`src/rtl/rom_loader_if.sv`:
```
// rom_loader_if: word stream from a producer into rom_loader.
//
// Handshake: the producer drives in_valid/in_data. The loader drives
// in_ready. A word moves on a rising clk edge where in_valid and in_ready
// are both 1. in_ready never depends on in_valid. The producer holds
// in_data stable while in_valid is 1 and in_ready is 0.
//
// Signals:
//   in_valid  producer -> loader  in_data holds a valid word
//   in_data   producer -> loader  word to write (WIDTH bits)
//   in_ready  loader -> producer  loader accepts a word this cycle
interface rom_loader_if #(
    parameter int WIDTH = 8
);
    logic             in_valid;
    logic [WIDTH-1:0] in_data;
    logic             in_ready;

    modport master (output in_valid, output in_data, input in_ready);
    modport slave  (input in_valid, input in_data, output in_ready);
endinterface

```
`src/rtl/rom_loader.sv`:
```
// rom_loader: fills a synchronous-read memory from a word stream at run time.
// Words arrive on the stream interface and are written to addresses
// 0..DEPTH-1 in order. The loader keeps a running modulo-2^WIDTH checksum
// and flags completion. The read port has the same 1-cycle latency as the
// ROM it replaces.
//
// Ports:
//   clk        rising-edge clock
//   rst_n      synchronous active-low reset
//   start      begin a load at address 0 (honoured in IDLE and DONE)
//   abort      cancel the load in progress (honoured in LOAD)
//   stream     in_valid / in_data / in_ready word stream (slave side)
//   busy       load in progress
//   done       all DEPTH words written since the last start
//   wr_count   words written in the current or most recent load
//   checksum   sum of accepted words, modulo 2^WIDTH
//   addr_rd    read address
//   data_out   registered read data, 1-cycle latency
//   state_dbg  current FSM state (0 IDLE, 1 LOAD, 2 DONE)
module rom_loader #(
    parameter int WIDTH = 8,
    parameter int DEPTH = 16,
    localparam int DEPTH_LOG = $clog2(DEPTH)
) (
    input  logic                 clk,
    input  logic                 rst_n,
    input  logic                 start,
    input  logic                 abort,
    rom_loader_if.slave          stream,
    output logic                 busy,
    output logic                 done,
    output logic [DEPTH_LOG:0]   wr_count,
    output logic [WIDTH-1:0]     checksum,
    input  logic [DEPTH_LOG-1:0] addr_rd,
    output logic [WIDTH-1:0]     data_out,
    output logic [1:0]           state_dbg
);

    typedef enum logic [1:0] {
        ST_IDLE = 2'd0,
        ST_LOAD = 2'd1,
        ST_DONE = 2'd2
    } state_t;

    state_t               state;
    state_t               state_nxt;
    logic [WIDTH-1:0]     mem [DEPTH];
    logic [DEPTH_LOG-1:0] ptr;
    logic                 accept;
    logic                 last;
    logic                 restart;

    // abort wins over a same-cycle transfer, so it masks the write here.
    assign accept  = (state == ST_LOAD) && stream.in_valid && !abort;
    assign last    = (ptr == DEPTH_LOG'(DEPTH - 1));
    assign restart = start && (state != ST_LOAD);

    // State register
    always_ff @(posedge clk) begin
        if (!rst_n) begin
            state <= ST_IDLE;
        end else begin
            state <= state_nxt;
        end
    end

    // Next-state logic
    always_comb begin
        state_nxt = state;
        case (state)
            ST_IDLE: if (start) state_nxt = ST_LOAD;
            ST_LOAD: begin
                if (abort) begin
                    state_nxt = ST_IDLE;
                end else if (stream.in_valid && last) begin
                    state_nxt = ST_DONE;
                end
            end
            ST_DONE: if (start) state_nxt = ST_LOAD;
            default: state_nxt = ST_IDLE;
        endcase
    end

    // Outputs decoded from state
    always_comb begin
        stream.in_ready = (state == ST_LOAD);
        busy            = (state == ST_LOAD);
        state_dbg       = state;
    end

    // Pointer, counters and read register. The pointer wraps to 0 after
    // the last word because DEPTH is a power of two.
    always_ff @(posedge clk) begin
        if (!rst_n) begin
            ptr      <= '0;
            wr_count <= '0;
            checksum <= '0;
            done     <= 1'b0;
            data_out <= '0;
        end else begin
            data_out <= mem[addr_rd];
            if (restart) begin
                ptr      <= '0;
                wr_count <= '0;
                checksum <= '0;
                done     <= 1'b0;
            end else if (accept) begin
                ptr      <= ptr + 1'b1;
                wr_count <= wr_count + 1'b1;
                checksum <= checksum + stream.in_data;
                if (last) done <= 1'b1;
            end
        end
    end

    // The array has no reset. Words written before a reset survive it.
    // A read of the address being written returns the old word because
    // data_out samples mem before this write lands.
    always_ff @(posedge clk) begin
        if (rst_n && accept) begin
            mem[ptr] <= stream.in_data;
        end
    end

endmodule

```
`src/flat_wrapper.sv`:
```
// flat-port wrapper written by rule: the top's interface ports become plain ports
module rom_loader_flat 
#(
    parameter int WIDTH = 8,
    parameter int DEPTH = 16,
    localparam int DEPTH_LOG = $clog2(DEPTH)
)
  (clk, rst_n, start, abort, busy, done, wr_count, checksum, addr_rd, data_out, state_dbg, stream_in_valid, stream_in_data, stream_in_ready);
  rom_loader_if #(.WIDTH(WIDTH)) stream_i ();
  input  logic clk;
  input  logic rst_n;
  input  logic start;
  input  logic abort;
  output logic busy;
  output logic done;
  output logic [DEPTH_LOG:0] wr_count;
  output logic [WIDTH-1:0] checksum;
  input  logic [DEPTH_LOG-1:0] addr_rd;
  output logic [WIDTH-1:0] data_out;
  output logic [1:0] state_dbg;
  input wire logic [$bits(stream_i.in_valid)-1:0] stream_in_valid;
  input wire logic [$bits(stream_i.in_data)-1:0] stream_in_data;
  output wire logic [$bits(stream_i.in_ready)-1:0] stream_in_ready;
  assign stream_i.in_valid = stream_in_valid;
  assign stream_i.in_data = stream_in_data;
  assign stream_in_ready = stream_i.in_ready;
  rom_loader #(.WIDTH(WIDTH), .DEPTH(DEPTH)) u_core (.clk(clk), .rst_n(rst_n), .start(start), .abort(abort), .stream(stream_i), .busy(busy), .done(done), .wr_count(wr_count), .checksum(checksum), .addr_rd(addr_rd), .data_out(data_out), .state_dbg(state_dbg));
endmodule
```
`config.mk`:
```
export PLATFORM = sky130hd
export DESIGN_NAME = rom_loader_flat
export DESIGN_NICKNAME = d
export VERILOG_FILES = /design/src/rtl/rom_loader_if.sv /design/src/rtl/rom_loader.sv /design/src/flat_wrapper.sv
export SDC_FILE = /design/constraint.sdc
export NUM_CORES = 1
export LEC_CHECK = 0
export BUFFER_PORTS_ARGS = -buffer_cell sky130_fd_sc_hd__buf_2
export CORE_AREA = 2 2 103 105
export DETAILED_ROUTE_END_ITERATION = 7
export DIE_AREA = 0 0 105 107
export GPL_TIMING_DRIVEN = 0
export PLACE_DENSITY = 0.93
export REMOVE_ABC_BUFFERS = 1
export SYNTH_ARGS = -nofsm -noshare
export SYNTH_HDL_FRONTEND = slang
export SYNTH_SLANG_ARGS = --single-unit
```
`constraint.sdc`:
```
create_clock -name clk -period 5.1 [get_ports clk]
set_clock_uncertainty 0.15 [all_clocks]
set_input_delay 1.53 -clock clk [delete_from_list [all_inputs] [get_ports clk]]
set_output_delay 1.53 -clock clk [all_outputs]
set_load 0.02 [all_outputs]
```
After elaboration in Yosys (flattened, before gate mapping)
Memories as Yosys holds them, arrays and structs flattened. A register that Yosys moved wholly into a read port is not among the register bits.
Cells that the tools add are included.

word-level totals
  bits in registers = 20
  latch bits = 0
  memory bits (writable) = 128
  ROM bits = 0
  output and inout bits = 26
  memories kept = 1

cells by class
  $add $sub $neg = 3
  multiply operators = 0
  div/mod/pow operators = 0
  magnitude comparators = 0
  equality and inequality tests = 6
  shifts and indexed selects = 0
  muxes and demuxes = 6
  bitwise logic cells = 1
  reduce and logical (&&, ||, !) cells = 12

memory list
  name        words  bits a word  rd ports  clocked after Yosys merged registers in  write ports  line              text
  u_core.mem  16     8            1         1                                        1            rom_loader.sv:47  logic [WIDTH-1:0] mem [DEPTH];

operator list
  kind                                                                   number
  8-bit adder                                                            1
  2-bit two-way mux                                                      3
  5-bit by 1-bit adder with 5-bit output, second input constant          1
  1-bit logical AND                                                      5
  4-bit by 1-bit adder with 4-bit output, second input constant          1
  4-bit equality test, second input constant                             1
  2-bit by 1-bit != test with 1-bit output, second input constant        2
  2-bit one-hot mux with 2 select lines                                  1
  2-bit AND reduction                                                    2
  2-bit OR reduction                                                     2
  3-bit by 2-bit != test with 1-bit output, second input constant        1
  2-bit by 1-bit equality test with 1-bit output, second input constant  1
  2-bit equality test, second input constant                             1
  1-bit logical NOT                                                      2
  2-bit logical NOT                                                      1
  1-bit two-way mux                                                      2
  1-bit NOT                                                              1

Depth between registers and ports, before layout
Gate-level depths: netlist of run 1.

  depth in word-level cells = 6
  depth in mapped cells = 8

Worst setup path after synthesis of run 1
Ideal clock, no wire load.

  path type = input port to flip-flop
  start = input port abort
  end = memory u_core.mem[3][0] (enable)
  arrival time = 2.881 ns
  required time = 4.567 ns
  path slack = 1.686 ns
  stages = 5
  path buffers = 2
  path through = nor3b_1 -> buf_2 -> buf_2 -> nand3_1 -> nor3_1

on the way
  longest elaborated chain between the ends = 5

ends and longest elaborated chain
  element                                  line                text
  start: declaration                       flat_wrapper.sv:13  input logic abort;
  1-bit logical NOT                        rom_loader.sv:54    assign accept = (state == ST_LOAD) && stream.in_valid && !abort;
  1-bit logical AND                        rom_loader.sv:54
  1-bit logical AND                        rom_loader.sv:120   if (rst_n && accept) begin
  1-bit two-way mux                        rom_loader.sv:120
  1-bit two-way mux (not written as such)  rom_loader.sv:121   mem[ptr] <= stream.in_data;
  end: declaration                         rom_loader.sv:47

Every way passes these cells.

==> impl_metrics.ini, run 1 <==
[clock_tree]
cts.clk_slew.worst_paths_ns = 0.06
cts_resized = 0
numClockSinks = 156
clock_latency_ns = 0.53
cts_buffer_depth = 2
cts_tree = built
cts_buffers = 17
postCtsSetupRepairBufs = 0
htree_num_levels = 4
ctsHoldBuffers = 0
cts_root_buffer = clkbuf_8

[routing]
dr.pass1.iters = 5
num_vias = 3488
avgRoutedWirePerCell_um = 23.5
drtIter0Drc = 375
drc = 0
avgViaCountPerCell = 6.32
drtAntennaViolNets = 0
drt_wl_total_mm = 13.0

[critical_path]
start_kind = input port
end_kind = flip-flop
worst-path-max-fanout = 32
path_class = input port to flip-flop
critPathRequiredTime_ns = 5.38
worstPathArrival_ns = 3.67

[run_status]
outcome = complete, no violations

[die]
start_util_pct = 63.3
die_h_um = 107
core_area_mm2 = 0.0101
fp.dieW_um = 105
die_area_mm2 = 0.0112
core.rowCount = 37
pin_count = 43

[place]
dp_hpwl_mm = 7.95
place.gp.congestion = 0.772
post-place-ws_ns = 0.876
place_area_mm2 = 0.00666
placedCellCount = 520
io_buffers = 42

[synth]
ys_warn_count = 0
synth_top_cell_by_area = edfxtp_1
synth_top_area_share_pct = 60.2
seq_area_frac_synth_pct = 69.0
synth_edf_count = 128
ys_types = 48
synth_area_leaders = edfxtp_1 (60%), dfxtp_1 (8.8%), mux4_2 (8.1%)
postSynthAreaPerCell_um2 = 17.8
syn_inst = 359
synth_ff_type = edfxtp_1
async_flop_share_pct = 0
synth-seq-cells = 156
synth_area_mm2 = 0.00639

[layout]
num_antenna_cells = 0
final_cell_mix = edfxtp_1 (128), buf_2 (42), dfxtp_1 (28)
nNetsFinal = 433
drive_above_1_share_pct = 24.0
area_growth_pct = 13.2
post-route-cell-area_mm2 = 0.00723
fillers = 643
instances_no_fill = 552
mostFrequentLayoutCell = edfxtp_1

[run]
drv_cap = 0

[timing]
fin_ws_ns = 1.71
period_minus_slack_ns = 3.39
rsz0062_at_grt = false
relSlewSlack_pct = 9.92
finalSetupViolCount = 0
finalCritPeriodShare_pct = 66.5
tns_ns = 0
drv_slew = 0
worst_pin_slew_ns = 1.34
max_freq_ghz = 0.295
hold_viol = 0

[global_routing]
grt_use_total_pct = 25.0
first_global_vias = 3566
grt_remaining_overflow = 0
grt_pass1_wl_mm = 20.1
antenna_found_initial = 0
grt_max_degree = 33

[power]
powerDensity_mw_per_mm2 = 371
finalPower_mw = 2.68
ir_drop_v = 0.000246
p_leak_nw = 2.52

[min_path]
hp-class = flip-flop to flip-flop
==> final timing paths <==
| path | startpoint | end | slack, ns | cells past startpoint |
|---|---|---|---|---|
| worst max-delay path | addr_rd[0] | u_core.data_out[6]$_SDFF_PN0_ | 1.71 | 4 |
| worst min register to register | u_core.checksum[7]$_SDFFE_PP0P_ | u_core.checksum[7]$_SDFFE_PP0P_ | 0.32 | 2 |
| worst max register to register | u_core.state_dbg[1]$_SDFFE_PN0P_ | u_core.mem[10][3]$_DFFE_PP_ | 2.31 | 4 |
| worst min-delay path | u_core.checksum[7]$_SDFFE_PP0P_ | u_core.checksum[7]$_SDFFE_PP0P_ | 0.32 | 2 |
==> cells in the mapped netlist (all sizes together), types with 2 or more instances <==
library cell,number
edfxtp,128
mux4,40
dfxtp,28
nor2,23
nand2,21
ha,12
and2,11
a21oi,10
buf,9
clkbuf,9
inv,7
nor3,7
nand3,5
xor2,5
nand2b,4
nand4,4
nor2b,3
o21ai,3
o21bai,3
a211oi,2
a21boi,2
mux2i,2
nand3b,2
o21a,2
xnor2,2
==> metal layers <==
| metal | vias to the layer above | share of wire [%] | global-route usage (%) |
|---|---|---|---|
| met3 | 28 | 5.1 | 4.68 |
| met4 | 0 | 2.2 | 10.2 |
| met2 | 153 | 53 | 43.0 |
| met5 | - | 0 | 0 |
| li1 | 1514 | - | - |
| met1 | 1793 | 40 | 31.9 |
==> final cells by class <==
cell class                 instances  area (um^2)  area share (%)
clock buffer                      20          425            5.88
clock inverter                    12          124            1.71
inverter                           7         26.3           0.363
multi-input combinational        178         1860            25.7
sequential                       156         4400            60.9
tap                              136          170            2.35
timing repair buffer              43          221            3.06
==> power breakdown <==
| part | internal, mW | total (mW) | switching [mW] |
|---|---|---|---|
| registers | 1.38 | 1.39 | 0.00332 |
| logic | 0.0522 | 0.128 | 0.0762 |
| clock network | 0.691 | 1.17 | 0.475 |
| total | 2.13 | 2.68 | 0.555 |
==> critical path, cell delays in order <==
cell and delay, ns:
buf_2 0.74, mux4_1 0.71, mux4_2 0.50, and2_1 0.17
==> state kept, by name, indices dropped and copies added, names as in the netlist <==
name and flops:
u_core.wr_count 5, u_core.mem 128, u_core.done 1, u_core.state_dbg 2
u_core.checksum 8, u_core.ptr 4, u_core.data_out 8
==> kinds of logic after synthesis <==
logic type	count (synthesis)	share of synthesized area (%)
compound gates	29	2.96
mux	42	15.4
fa+ha+maj	13	2.66
xor+xnor	7	0.960
simple gates	87	6.76
flops	156	69.0
buf+inv	25	2.29
==> metrics by stage <==
stage | utilization (%) | hold WS, ns
2_1_floorplan | - | 0.328
3_3_place_gp | 65.9 | 0.304
3_5_place_dp | 66.0 | 0.311
4_1_cts | 71.5 | 0.324
5_1_grt | 71.7 | 0.358
6_report | 71.7 | 0.323
No activity file was read; power rests on OpenSTA's default activity.
==> inputs of run 2 (changes only) <==
--- a/config.mk
+++ b/config.mk
@@ -6,11 +6,11 @@
 export NUM_CORES = 1
 export LEC_CHECK = 0
 export BUFFER_PORTS_ARGS = -buffer_cell sky130_fd_sc_hd__buf_2
-export CORE_AREA = 2 2 103 105
+export CORE_AREA = 2 2 107 109
 export DETAILED_ROUTE_END_ITERATION = 7
-export DIE_AREA = 0 0 105 107
+export DIE_AREA = 0 0 109 111
 export GPL_TIMING_DRIVEN = 0
-export PLACE_DENSITY = 0.93
+export PLACE_DENSITY = 0.87
 export REMOVE_ABC_BUFFERS = 1
 export SYNTH_ARGS = -nofsm -noshare
 export SYNTH_HDL_FRONTEND = slang
==> constraint.sdc (replaced) <==
create_clock -name clk -period 3.2 [get_ports clk]
set_clock_uncertainty 0.15 [all_clocks]
set_input_delay 0.96 -clock clk [delete_from_list [all_inputs] [get_ports clk]]
set_output_delay 0.96 -clock clk [all_outputs]
set_load 0.02 [all_outputs]
==> impl_metrics.ini, run 2 (synthesized netlist as in run 1, its figures left out) <==
[routing]
drc = 0
avgRoutedWirePerCell_um = 23.0
drt_wl_total_mm = 12.8
wl_met3_um = 700
wl_met1_mm = 5.25
route.met2.wl_mm = 6.75
avgViaCountPerCell = 6.06
dr.pass1.iters = 5
top_layer = met4
drtIter0Drc = 276
drtAntennaViolNets = 0
num_vias = 3387

[global_routing]
grt_pass1_wl_mm = 19.4
grt_use_total_pct = 22.9
grt_max_degree = 33
first_global_vias = 3397
antenna_found_initial = 0
grt_remaining_overflow = 0

[min_path]
whs_endpoint = u_core.checksum[7]$_SDFFE_PP0P_
hp-class = flip-flop to flip-flop
hp-start = u_core.checksum[7]$_SDFFE_PP0P_
hold_depth = 2

[layout]
top_regs = u_core.mem (128), u_core.checksum (8), u_core.data_out (8)
area_growth_pct = 14.1
regArea_mm2 = 0.00440
fillers = 706
num_antenna_cells = 0
post-route-cell-area_mm2 = 0.00729
final_cell_mix = edfxtp_1 (128), buf_2 (42), dfxtp_1 (28)
largest_register_ffs = 128
mostFrequentLayoutCell = edfxtp_1
nNetsFinal = 433
multiInputGateArea_mm2 = 0.00186
regMostFlops = u_core.mem
drive_above_1_share_pct = 24.3

[timing]
drv_slew = 0
relSlewSlack_pct = 16.7
hold_ws_ns = 0.322
hold_viol = 0
max_freq_ghz = 0.334
rsz0062_at_grt = false
period_minus_slack_ns = 2.99
worst_pin_slew_ns = 1.24
finalSetupViolCount = 0
finalCritPeriodShare_pct = 93.6

[place]
place_area_mm2 = 0.00668
place.gp.congestion = 0.809
dp_hpwl_mm = 8.14
io_buffers = 42

[critical_path]
worstPathArrival_ns = 2.88
cp_slowest_cell = nor2_1
max_stage_delay_ns = 0.83
critPathRequiredTime_ns = 3.09
r2r-end = u_core.mem[14][1]$_DFFE_PP_
path_class = input port to flip-flop
r2r-start = u_core.state_dbg[1]$_SDFFE_PN0P_
end_kind = flip-flop
ff2ff_path_depth = 5
start_kind = input port
r2r_setup_slack_ns = 0.28
worstPathCellList = buf_2 > nor3b_2 > buf_6 > nand3_1 > nor2_1
worst-path-max-fanout = 13

[power]
p_leak_nw = 2.55
powerDensity_mw_per_mm2 = 609
ir_drop_v = 0.000401
finalPower_mw = 4.44

[clock_tree]
cts_buffers = 17
clock_latency_ns = 0.42
cts.clk_slew.worst_paths_ns = 0.06
numClockSinks = 156
htree_num_levels = 4
cts_buffer_depth = 2
ctsHoldBuffers = 0
cts_resized = 1
cts_tree = built
cts_root_buffer = clkbuf_16
postCtsSetupRepairBufs = 0

[die]
start_util_pct = 57.7
pin_count = 43
core_area_mm2 = 0.0111
die_area_mm2 = 0.0121
die_h_um = 111
fp.dieW_um = 109
core.rowCount = 39

[run]
drv_cap = 0

[run_status]
outcome = complete, no violations
run 2: cell types whose count changed in the layout (fill, tap and decap cells not counted):
cell	change
bufinv_16	+1
clkbuf_8	-1
clkbuf_16	+1
clkbuf_1	-1
clkinv_2	-2
clkinvlp_4	-2
inv_6	+4
run 2: critical path: cells and delay by family:
kind | cells | cell delay [ns]
buffers and inverters | 2 | 0.37
and+or+nand+nor | 3 | 1.55
run 2: worst max path at each step:
stage	from	to	slack [ns]	depth (start not counted)
global route	abort	u_core.mem[5][2]$_DFFE_PP_	0.1	5
CTS	abort	u_core.mem[3][0]$_DFFE_PP_	0.08	5
floorplan	stream_in_valid	u_core.mem[0][0]$_DFFE_PP_	-0.41	3
global placement	abort	u_core.mem[0][2]$_DFFE_PP_	-1.70	4
finish	abort	u_core.mem[14][1]$_DFFE_PP_	0.21	5
detailed placement	abort	u_core.mem[2][5]$_DFFE_PP_	-0.45	5
run 2: final cells by class:
type | count | area share, %
clock buffer | 19 | 5.94
multi-input combinational | 178 | 25.5
inverter | 7 | 0.360
sequential | 156 | 60.4
tap | 143 | 2.45
clock inverter | 13 | 2.25
timing repair buffer | 43 | 3.04
run 2: layer usage:
metal  GRT usage [%]  vias up
met2            36.1      128
li1                -     1520
met3            5.82       13
met5               0        -
met4            9.66        0
met1            30.6     1726
run 2: report_power, final:
group          total [mW]  internal [mW]  switching [mW]
Clock                2.03           1.23           0.793
Sequential           2.21           2.20         0.00532
Combinational       0.204         0.0834           0.120
Total                4.44           3.52           0.919
run 2: per-stage QoR:
| step | setup slack [ns] | utilization, % | TNS (ns) | cells |
|---|---|---|---|---|
| floorplan | -0.413 | - | -27.65 | 341 |
| global placement | -1.70 | 60.1 | -162.15 | 526 |
| detailed placement | -0.448 | 60.3 | -15.85 | 527 |
| CTS | 0.0813 | 65.8 | 0 | 559 |
| global route | 0.0953 | 65.8 | 0 | 559 |
| finish | 0.206 | 65.8 | 0 | 559 |
